## config.mk

```make
export PLATFORM = sky130hd
export DESIGN_NAME = encoder_4x2_seq
export DESIGN_NICKNAME = d
export VERILOG_FILES = /design/src/rtl/encoder_4x2_seq.sv
export SDC_FILE = /design/constraint.sdc
export NUM_CORES = 1
export LEC_CHECK = 0
export CAP_MARGIN = 20
export CORE_AREA = 4 4 41 43
export DETAILED_ROUTE_END_ITERATION = 6
export DIE_AREA = 0 0 45 47
export GPL_ROUTABILITY_DRIVEN = 0
export MAX_ROUTING_LAYER = met4
export PLACE_DENSITY = 0.74
export SETUP_SLACK_MARGIN = 0.4
export SLEW_MARGIN = 10
export SYNTH_ARGS = -nofsm -noshare
export SYNTH_HDL_FRONTEND = slang
export SYNTH_SLANG_ARGS = --single-unit
```

## constraint.sdc

```tcl
create_clock -name clk -period 2.4 [get_ports clk]
set_input_delay 0.36 -clock clk [delete_from_list [all_inputs] [get_ports clk]]
set_output_delay 0.36 -clock clk [all_outputs]
set_load 0.02 [all_outputs]
```

## src/rtl/encoder_4x2_seq.sv

```systemverilog
// Sequential priority encoder.
// Captures a request vector through a valid/ready handshake, then emits the
// binary index of every set bit, highest index first, one code per transfer.
module encoder_4x2_seq #(
    parameter int N = 4,
    parameter int W = 2
) (
    input  logic         clk,
    input  logic         rst_n,
    input  logic [N-1:0] req,
    input  logic         req_valid,
    output logic         req_ready,
    output logic [W-1:0] code,
    output logic         code_valid,
    input  logic         code_ready,
    output logic         code_last,
    output logic         busy
);

    typedef enum logic {
        IDLE  = 1'b0,
        DRAIN = 1'b1
    } state_t;

    state_t       state, state_nxt;
    logic [N-1:0] pending, pending_nxt;
    logic [N-1:0] remainder;
    logic [W-1:0] code_nxt;
    logic         code_valid_nxt;
    logic         code_last_nxt;

    // Index of the highest set bit; later (higher) hits overwrite earlier ones.
    function automatic logic [W-1:0] top_idx(input logic [N-1:0] v);
        logic [W-1:0] idx;
        idx = '0;
        for (int i = 0; i < N; i++) begin
            if (v[i]) begin
                idx = W'(i);
            end
        end
        return idx;
    endfunction

    // True when exactly one bit of the vector is set.
    function automatic logic is_single(input logic [N-1:0] v);
        return (v != '0) && ((v & (v - 1'b1)) == '0);
    endfunction

    assign req_ready = (state == IDLE);
    assign busy      = (state == DRAIN);

    // State, pending vector and registered code outputs; reset discards any in-flight vector.
    always_ff @(posedge clk or negedge rst_n) begin
        if (!rst_n) begin
            state      <= IDLE;
            pending    <= '0;
            code       <= '0;
            code_valid <= 1'b0;
            code_last  <= 1'b0;
        end else begin
            state      <= state_nxt;
            pending    <= pending_nxt;
            code       <= code_nxt;
            code_valid <= code_valid_nxt;
            code_last  <= code_last_nxt;
        end
    end

    // Next-state logic: capture in IDLE, retire one bit per transfer in DRAIN.
    always_comb begin
        state_nxt      = state;
        pending_nxt    = pending;
        code_nxt       = code;
        code_valid_nxt = code_valid;
        code_last_nxt  = code_last;
        remainder      = pending & ~(N'(1) << code);

        case (state)
            IDLE: begin
                // A zero vector is accepted and dropped: nothing changes.
                if (req_valid && (req != '0)) begin
                    pending_nxt    = req;
                    code_nxt       = top_idx(req);
                    code_valid_nxt = 1'b1;
                    code_last_nxt  = is_single(req);
                    state_nxt      = DRAIN;
                end
            end
            DRAIN: begin
                if (code_valid && code_ready) begin
                    pending_nxt = remainder;
                    if (remainder != '0) begin
                        code_nxt      = top_idx(remainder);
                        code_last_nxt = is_single(remainder);
                    end else begin
                        code_valid_nxt = 1'b0;
                        code_last_nxt  = 1'b0;
                        state_nxt      = IDLE;
                    end
                end
            end
            default: begin
                state_nxt = IDLE;
            end
        endcase
    end

endmodule

```

-- Word-level counts from Yosys, hierarchy flattened
Index checks and enable logic that the tools add are counted.
- bits of input ports: 8
- memories kept: 0
- output and inout bits: 6
- logic and storage cells: 53
- bits in writable memories: 0
- bits in latches: 0
- memory bits (read-only): 0
- register bits after elaboration: 9
- shift-type cells: 1
- reduce and logical (&&, ||, !) cells: 11
- equality and inequality tests: 4
- multiplexer cells: 25
- $add $sub $neg: 2
- div/mod/pow operators: 0
- multiply operators: 0
- $lt $le $gt $ge: 0
- bitwise operators: 5
- operators with widths (operator ; number):
    2-to-1 mux 2 bit ; 7
    AND 4 bit ; 3
    2-to-1 mux 1 bit ; 11
    logical NOT 4 bit ; 2
    2-to-1 mux 4 bit ; 2
    one-hot mux 4 bit (2 select lines) ; 1
    nonzero test 4 bit ; 2
    subtractor 4 x 1 -> 4 bit (second input constant) ; 2
    inequality test 2 x 1 -> 1 bit (second input constant) ; 3
    one-hot mux 1 bit (2 select lines) ; 3
    AND reduction 3 bit ; 2
    logical AND 1 bit ; 4
    NOT 4 bit ; 1
    one-hot mux 2 bit (2 select lines) ; 1
    left shift 1 x 2 -> 4 bit (first input constant) ; 1
    inequality test 2 bit (second input constant) ; 1
    AND reduction 2 bit ; 1
    NOT 1 bit ; 1

-- Depth between registers and ports, before layout
Gate-level depths: netlist of the first run.
- word-level depth: 10
- mapped depth: 6
- mapped depth without buffers: 5

-- Worst setup path after synthesis of the first run
No wires, ideal clock.
- kind: input to register
- start point: input req[1]
- end point: register code[0]
- data arrival time: 1.641 ns
- path buffers: 1
- library setup time: 0.125 ns
- path slack: 0.633 ns
- stages: 5
- required time: 2.275 ns
- path through: or4_1 > and3_4 > buf_6 > o21a_4 > mux2_4
- cells in the longest elaborated chain, start to end: 5
- elaborated cells on any way between the ends: 9
- classes of those cells: eq/ne: 1; mux: 5; reduce/logical: 3
- ends and longest elaborated chain (element ; line ; RTL):
    from (decl) ; 10 ; input logic [N-1:0] req,
    2-to-1 mux 1 bit ; 37 ; if (v[i]) begin
    2-to-1 mux 2 bit (2 in a row) ; 37 ;
    2-to-1 mux 2 bit ; 81 ; if (req_valid && (req != '0)) begin
    one-hot mux 2 bit (2 select lines) ; 78 ; case (state)
    to (signal assigned) ; 63 ; code <= code_nxt;
    to (decl) ; 13 ; output logic [W-1:0] code,
Parallel ways exist; a longest one is shown, timed or not. The select of a mux whose other input is x is not followed.
A chain may end at the register's enable or synchronous reset.

-- Worst setup path after layout of the first run
Ends and elaborated chain as after synthesis.

==> flow_metrics.env, run 1 <==
export IMPL_status="completed"
export IMPL_clkSinkCount=9
export IMPL_synth_xor_area_frac=0.01429
export IMPL_synth_area_um2=613.1
export IMPL_ys_warnings_count=0
export IMPL_relSlewSlack=0.7376
export IMPL_rsz0062_at_grt="no"
export IMPL_cts_tree="built"
export IMPL_slew_viol_final=0
export IMPL_post_synth_cell_area_avg_um2=8.515
export IMPL_hold_path_class="primary input to async pin"
export IMPL_vdd_ir_drop_worst_mv=0.5091
export IMPL_clockBufferDepth=2
export IMPL_tightestPinTransition_ps=392.3
export IMPL_worst_r2r_path_depth=5
export IMPL_synthTopCellsByCount="nand2_1, o21ai_0, dfrtp_1, nor2_1"
export IMPL_final_seq_area_um2=225.2
export IMPL_synth_top_area_cell="dfrtp_1"
export IMPL_async_flop_share=1.000
export IMPL_crit_chain="clkdlybuf4s50_1, or4_1, and3_4, o21a_4, mux2_4"
export IMPL_vias=585
export IMPL_die_width_um=45
export IMPL_synth_edff_count=0
export IMPL_cts_max_level=1
export IMPL_yosys_top_cells_area="dfrtp_1, nand2_1, o21ai_0, mux2_4, a22o_1"
export IMPL_setup_viol=0
export IMPL_cts_clk_slew_worst_paths_ps=60
export IMPL_grt_pass1_wl_mm=2.421
export IMPL_synthToLayoutAreaGrowth_pct=26.73
export IMPL_yosys_register_bits=9
export IMPL_antenna_found_initial=0
export IMPL_critPathMaxFanout=7
export IMPL_synth_compound_area_frac=0.2816
export IMPL_first_global_vias=538
export IMPL_slowest_delay_ps=540
export IMPL_multiInputGateArea_um2=359.1
export IMPL_post_route_period_util=0.8030
export IMPL_setup_tns_final_ps=0
export IMPL_layout_nets=95
export IMPL_fmax_ghz=0.5189
export IMPL_first_iter_violations=21
export IMPL_worstReg2RegStart="code[0]$_DFFE_PN0P_"
export IMPL_n_antenna_cell=0
export IMPL_yosys_cell_types_count=26
export IMPL_yosysTopAreaCellShare=0.3673
export IMPL_floorplan_die_height_um=47
export IMPL_r2r_slack_ps=650
export IMPL_worst_path_dominant_cell_family="simple AND/OR/NAND/NOR gates"
export IMPL_p_leak_nw=0.3642
export IMPL_synth_cells=72
export IMPL_wl_per_cell_um=13.88
export IMPL_cp_start_kind="primary input"
export IMPL_grt_max_degree=14
export IMPL_fillers=115
export IMPL_drtAntennaViolNets=0
export IMPL_synthMuxAreaShare=0.08163
export IMPL_drc_errors=0
export IMPL_root_buffer="clkbuf_4"
export IMPL_clk_latency_ps=270
export IMPL_cts_hold_buf=0
export IMPL_cts_setup_buffers=0
export IMPL_grt_overflow=0
export IMPL_rr_endpoint="code[0]$_DFFE_PN0P_"
export IMPL_initial_core_util=0.4712
export IMPL_synth_top_family_by_area="compound AO/OA/AOI/OAI gates"
export IMPL_avgViaCountPerCell=5.792
export IMPL_end_kind="flip-flop"
export IMPL_yosysSeqAreaShare=0.3673
export IMPL_drive_gt1_frac=0.1047
export IMPL_path_depth=5
export IMPL_period_needed_ps=1927
export IMPL_cp_data_arrival_time_ps=2090
export IMPL_grtUsageTotal=0.1678
export IMPL_cap_violations=0
export IMPL_die_area_um2=2115
export IMPL_wirelength_mm=1.402
export IMPL_critical_path_class="primary input to flip-flop"
export IMPL_crit_required_ps=2560
export IMPL_yosys_area_share_simple=0.2020
export IMPL_final_area_um2=777.0
export IMPL_finalHoldViolations=0
export IMPL_portBuffers=13
export IMPL_powerDensity_nw_per_um2=1154
export IMPL_synthesis_nets=80
export IMPL_synth_most_common_cell="nand2_1"
export IMPL_drtPass1Iterations=4
export IMPL_io_pins=14
export IMPL_cts_buffers=3
export IMPL_post_dp_hpwl_mm=1.084
export IMPL_crit_buf_inv=1
export IMPL_cp_slowest_cell="or4_1"
export IMPL_synth_ff_type="dfrtp_1"
export IMPL_cts_resized=0
export IMPL_yosys_area_share_adder=0
export IMPL_rows=13
export IMPL_placed_cell_area_um2=744.5
export IMPL_core_um2=1301
export IMPL_hold_ws_ps=376.5
export IMPL_clock_skew_ps=3.730
==> sequential cells by signal, indices dropped and copies added, names as in the netlist <==
| name | cells |
|---|---|
| pending | 4 |
| code | 2 |
| busy | 1 |
| code_last | 1 |
| code_valid | 1 |
==> cells in the final DEF (no fill, tap or decap), types with 2 or more instances in the layout <==
cell type	n
nand2_1	14
dfrtp_1	9
nor2_1	6
mux2_4	2
o221ai_1	3
inv_1	2
mux2i_1	2
clkbuf_4	3
nand2b_1	3
o21ai_0	10
a21oi_1	2
a22o_1	3
clkdlybuf4s50_1	12
==> cells by family after synthesis <==
family                 Yosys count
AND/OR/NAND/NOR                 27
AO/OA/AOI/OAI                   25
flip-flops                       9
XOR/XNOR                         1
buffers and inverters            6
multiplexers                     4
==> final cells by class <==
| class | count | area share |
|---|---|---|
| Tap cell | 15 | 0.02415 |
| Multi-Input combinational cell | 57 | 0.4622 |
| Inverter | 2 | 0.009662 |
| Sequential cell | 9 | 0.2899 |
| Clock buffer | 4 | 0.03382 |
| Timing Repair Buffer | 14 | 0.1804 |
==> routing by layer <==
layer | GRT usage | wire length [um] | vias up
met3 | 0.03448 | 78 | 3
met2 | 0.2684 | 712 | 15
met5 | - | 0 | -
li1 | - | - | 291
met4 | 0.07018 | 19 | 0
met1 | 0.2052 | 592 | 276
==> per-stage QoR <==
| stage | total power, mW | cells | util | setup WS [ps] |
|---|---|---|---|---|
| 2_1_floorplan | 0.6301 | 72 | - | 633.5 |
| 3_3_place_gp | 0.7712 | 97 | 0.5721 | 202.1 |
| 3_5_place_dp | 0.7788 | 97 | 0.5721 | 177.5 |
| 4_1_cts | 0.9004 | 101 | 0.5923 | 419.2 |
| 5_1_grt | 0.9703 | 101 | 0.5971 | 407.1 |
| 6_report | 0.8963 | 101 | 0.5971 | 472.7 |
==> power by group <==
| part | switching (mW) | internal (mW) | total (mW) |
|---|---|---|---|
| sequential | 0.115 | 0.212 | 0.327 |
| combinational | 0.215 | 0.234 | 0.449 |
| clock | 0.0563 | 0.0643 | 0.121 |
==> worst register-to-register path, delay by kind of cell, from the launching register on <==
family           cells  cell delay [ps]
multiplexers         1              290
AND/OR/NAND/NOR      2              390
flip-flops           1              500
AO/OA/AOI/OAI        2              470
==> worst max-delay path by stage <==
stage | start | to | slack [ps]
5_1_grt | req[1] | code[0]$_DFFE_PN0P_ | 410
3_3_place_gp | req[0] | code[0]$_DFFE_PN0P_ | 200
3_5_place_dp | req[1] | pending[1]$_DFFE_PN0P_ | 180
4_1_cts | busy$_DFF_PN0_ | req_ready | 420
2_1_floorplan | req[1] | code[0]$_DFFE_PN0P_ | 630
6_report | req[1] | code[0]$_DFFE_PN0P_ | 470
Power figures use the tool's default switching activity.
==> run 2, diff against run 1 <==
- CORE_AREA: 4 4 41 43 -> unset
- CORE_MARGIN: unset -> 4
- CORE_UTILIZATION: unset -> 47
- DIE_AREA: 0 0 45 47 -> unset
- PLACE_DENSITY: 0.74 -> 0.76
- clock period: 2.4 -> 2 ns (I/O delays scaled with it)
==> run 2 against run 1 <==
Net effect: global-route usage is 1.6 points higher; combinational power is 50% higher; die area is 8.0% lower; setup slack worse by 56 ps; worst hold slack worse by 52 ps; critical path depth stayed put; first-iteration DRC count is 14% lower; non-clock buffer count is 12 higher; final cell count is 11% higher; clock-buffer cell count stayed put; total power is 33% higher; clock power is 25% higher.
==> flow_metrics.env, run 2 (synthesized netlist as in run 1, its figures left out) <==
export IMPL_drtPass1Iterations=4
export IMPL_cts_buffers=3
export IMPL_grtUsageTotal=0.1840
export IMPL_relSlewSlack=0.7199
export IMPL_crit_chain="dlygate4sd2_1, or4_1, and3_4, o21a_4, mux2_4"
export IMPL_wl_per_cell_um=13.63
export IMPL_setup_slack_ps=417.0
export IMPL_initial_core_util=0.5235
export IMPL_top_layer_used="met4"
export IMPL_core_um2=1171
export IMPL_mostFrequentLayoutCell="nand2_1"
export IMPL_cts_tree="built"
export IMPL_wl_met3_um=129
export IMPL_cts_clk_slew_worst_paths_ps=60
export IMPL_fmax_ghz=0.6317
export IMPL_wl_met1_um=643
export IMPL_setup_tns_final_ps=0
export IMPL_cap_violations=0
export IMPL_layout_nets=107
export IMPL_grt_pass1_wl_mm=2.470
export IMPL_grt_overflow=0
export IMPL_synthToLayoutAreaGrowth_pct=41.02
export IMPL_wirelength_mm=1.527
export IMPL_clock_skew_ps=0.3166
export IMPL_tightestPinTransition_ps=418.8
export IMPL_largest_register_ffs=4
export IMPL_rows=12
export IMPL_antenna_found_initial=0
export IMPL_end_kind="flip-flop"
export IMPL_root_buffer="clkbuf_4"
export IMPL_vias=640
export IMPL_die_area_um2=1946
export IMPL_floorplan_die_height_um=44.12
export IMPL_cp_start_kind="primary input"
export IMPL_hold_path_class="primary input to async pin"
export IMPL_setup_viol=0
export IMPL_finalHoldViolations=0
export IMPL_first_global_vias=579
export IMPL_layout_common_cells="nand2_1, buf_4, o21ai_0"
export IMPL_power_switching_uw=497.7
export IMPL_n_antenna_cell=0
export IMPL_crit_start="req[0]"
export IMPL_period_needed_ps=1583
export IMPL_cp_slowest_cell="or4_1"
export IMPL_drc_errors=0
export IMPL_drive_gt1_frac=0.2653
export IMPL_p_sw_frac=0.4160
export IMPL_io_pins=14
export IMPL_die_width_um=44.12
export IMPL_critPathMaxFanout=4
export IMPL_dp_slack_ps=-52.52
export IMPL_grt_max_degree=14
export IMPL_status="completed"
export IMPL_cts_max_level=1
export IMPL_drtAntennaViolNets=0
export IMPL_post_dp_hpwl_mm=1.070
export IMPL_clkPwrFrac=0.126
export IMPL_post_route_period_util=0.7915
export IMPL_vdd_ir_drop_worst_mv=0.8349
export IMPL_top_register="pending"
export IMPL_finalPower_mw=1.196
export IMPL_clkSinkCount=9
export IMPL_portBuffers=13
export IMPL_cp_data_arrival_time_ps=1740
export IMPL_critical_path_class="primary input to flip-flop"
export IMPL_top_regs="pending (4), code (2)"
export IMPL_combPwrFrac=0.563
export IMPL_clk_latency_ps=270
export IMPL_powerDensity_nw_per_um2=1384
export IMPL_rsz0062_at_grt="no"
export IMPL_avgViaCountPerCell=5.714
export IMPL_clockBufferDepth=2
export IMPL_first_iter_violations=18
export IMPL_slowest_delay_ps=490
export IMPL_slew_viol_final=0
export IMPL_worstReg2RegStart="code[0]$_DFFE_PN0P_"
export IMPL_internal_power_uw=698.6
export IMPL_crit_required_ps=2160
export IMPL_p_leak_nw=0.4268
export IMPL_seq_power_share=0.311
export IMPL_wl_met2_um=728
[run 2: cell count changes in the layout (fill, tap and decap cells not counted)]
| cell | delta |
|---|---|
| dlygate4sd2_1 | +6 |
| o221ai_1 | -1 |
| dfrtp_1 | -3 |
| clkdlybuf4s15_1 | +1 |
| dfrtp_2 | +3 |
| buf_4 | +10 |
| o221ai_2 | +1 |
| buf_6 | +1 |
| clkdlybuf4s50_1 | -8 |
| clkbuf_2 | +2 |
[run 2: repair_timing]
item	in CTS	in global routing
gates cloned	0	0
pin swaps	3	0
hold buffers	0	0
hold endpoints to repair	0	0
setup endpoints to repair	11	4
setup buffers	2	4
resized for setup	9	6
[run 2: layout make-up]
type	count	area, um^2
timing repair buffer	26	219.0
fill	96	306.5
clock buffer	4	26.28
tap	14	17.52
sequential	9	229.0
multi-input combinational	57	365.4
inverter	2	7.507
[run 2: final timing paths]
check                                              end  slack [ps]  cells past startpoint
worst max-delay path               code[0]$_DFFE_PN0P_         420                      5
worst min-delay path            pending[1]$_DFFE_PN0P_         320                      1
worst max register to register     code[0]$_DFFE_PN0P_         440                      5
worst min register to register   code_last$_DFFE_PN0P_         560                      2
max in group asynchronous       pending[3]$_DFFE_PN0P_        1360                      1
min in group clk                pending[0]$_DFFE_PN0P_         510                      3
[run 2: stage by stage]
step | cells | hold WS [ps] | instance area [um^2] | utilization
after detailed placement | 102 | 550.1 | 794.5 | 0.6784
final | 112 | 324.1 | 864.6 | 0.7382
after global placement | 102 | 524.0 | 794.5 | 0.6784
after CTS | 108 | 337.9 | 827.0 | 0.7062
after global routing | 112 | 339.5 | 864.6 | 0.7382
after floorplan | 72 | 4.409 | 621.8 | -
[run 2: per-layer routing]
layer  up-vias  GRT usage
met5         -          -
met4         0    0.08434
met3         5    0.08943
met2        29     0.2645
met1       295     0.2138
li1        311          -
[run 2: critical path, delay by kind of cell]
family / cells / cell delay [ps]
buffers and inverters: 1 / 240
and+or+nand+nor: 2 / 690
muxes: 1 / 290
AOI/OAI and AO/OA: 1 / 230
[run 2: power by group through the flow]
| stage | Combinational (mW) | Sequential (mW) | Clock [mW] |
|---|---|---|---|
| final | 0.673 | 0.372 | 0.151 |
| after global routing | 0.729 | 0.391 | 0.167 |
| after CTS | 0.585 | 0.375 | 0.153 |
| after detailed placement | 0.551 | 0.387 | 0 |
| after global placement | 0.542 | 0.387 | 0 |
| after floorplan | 0.402 | 0.367 | 0 |
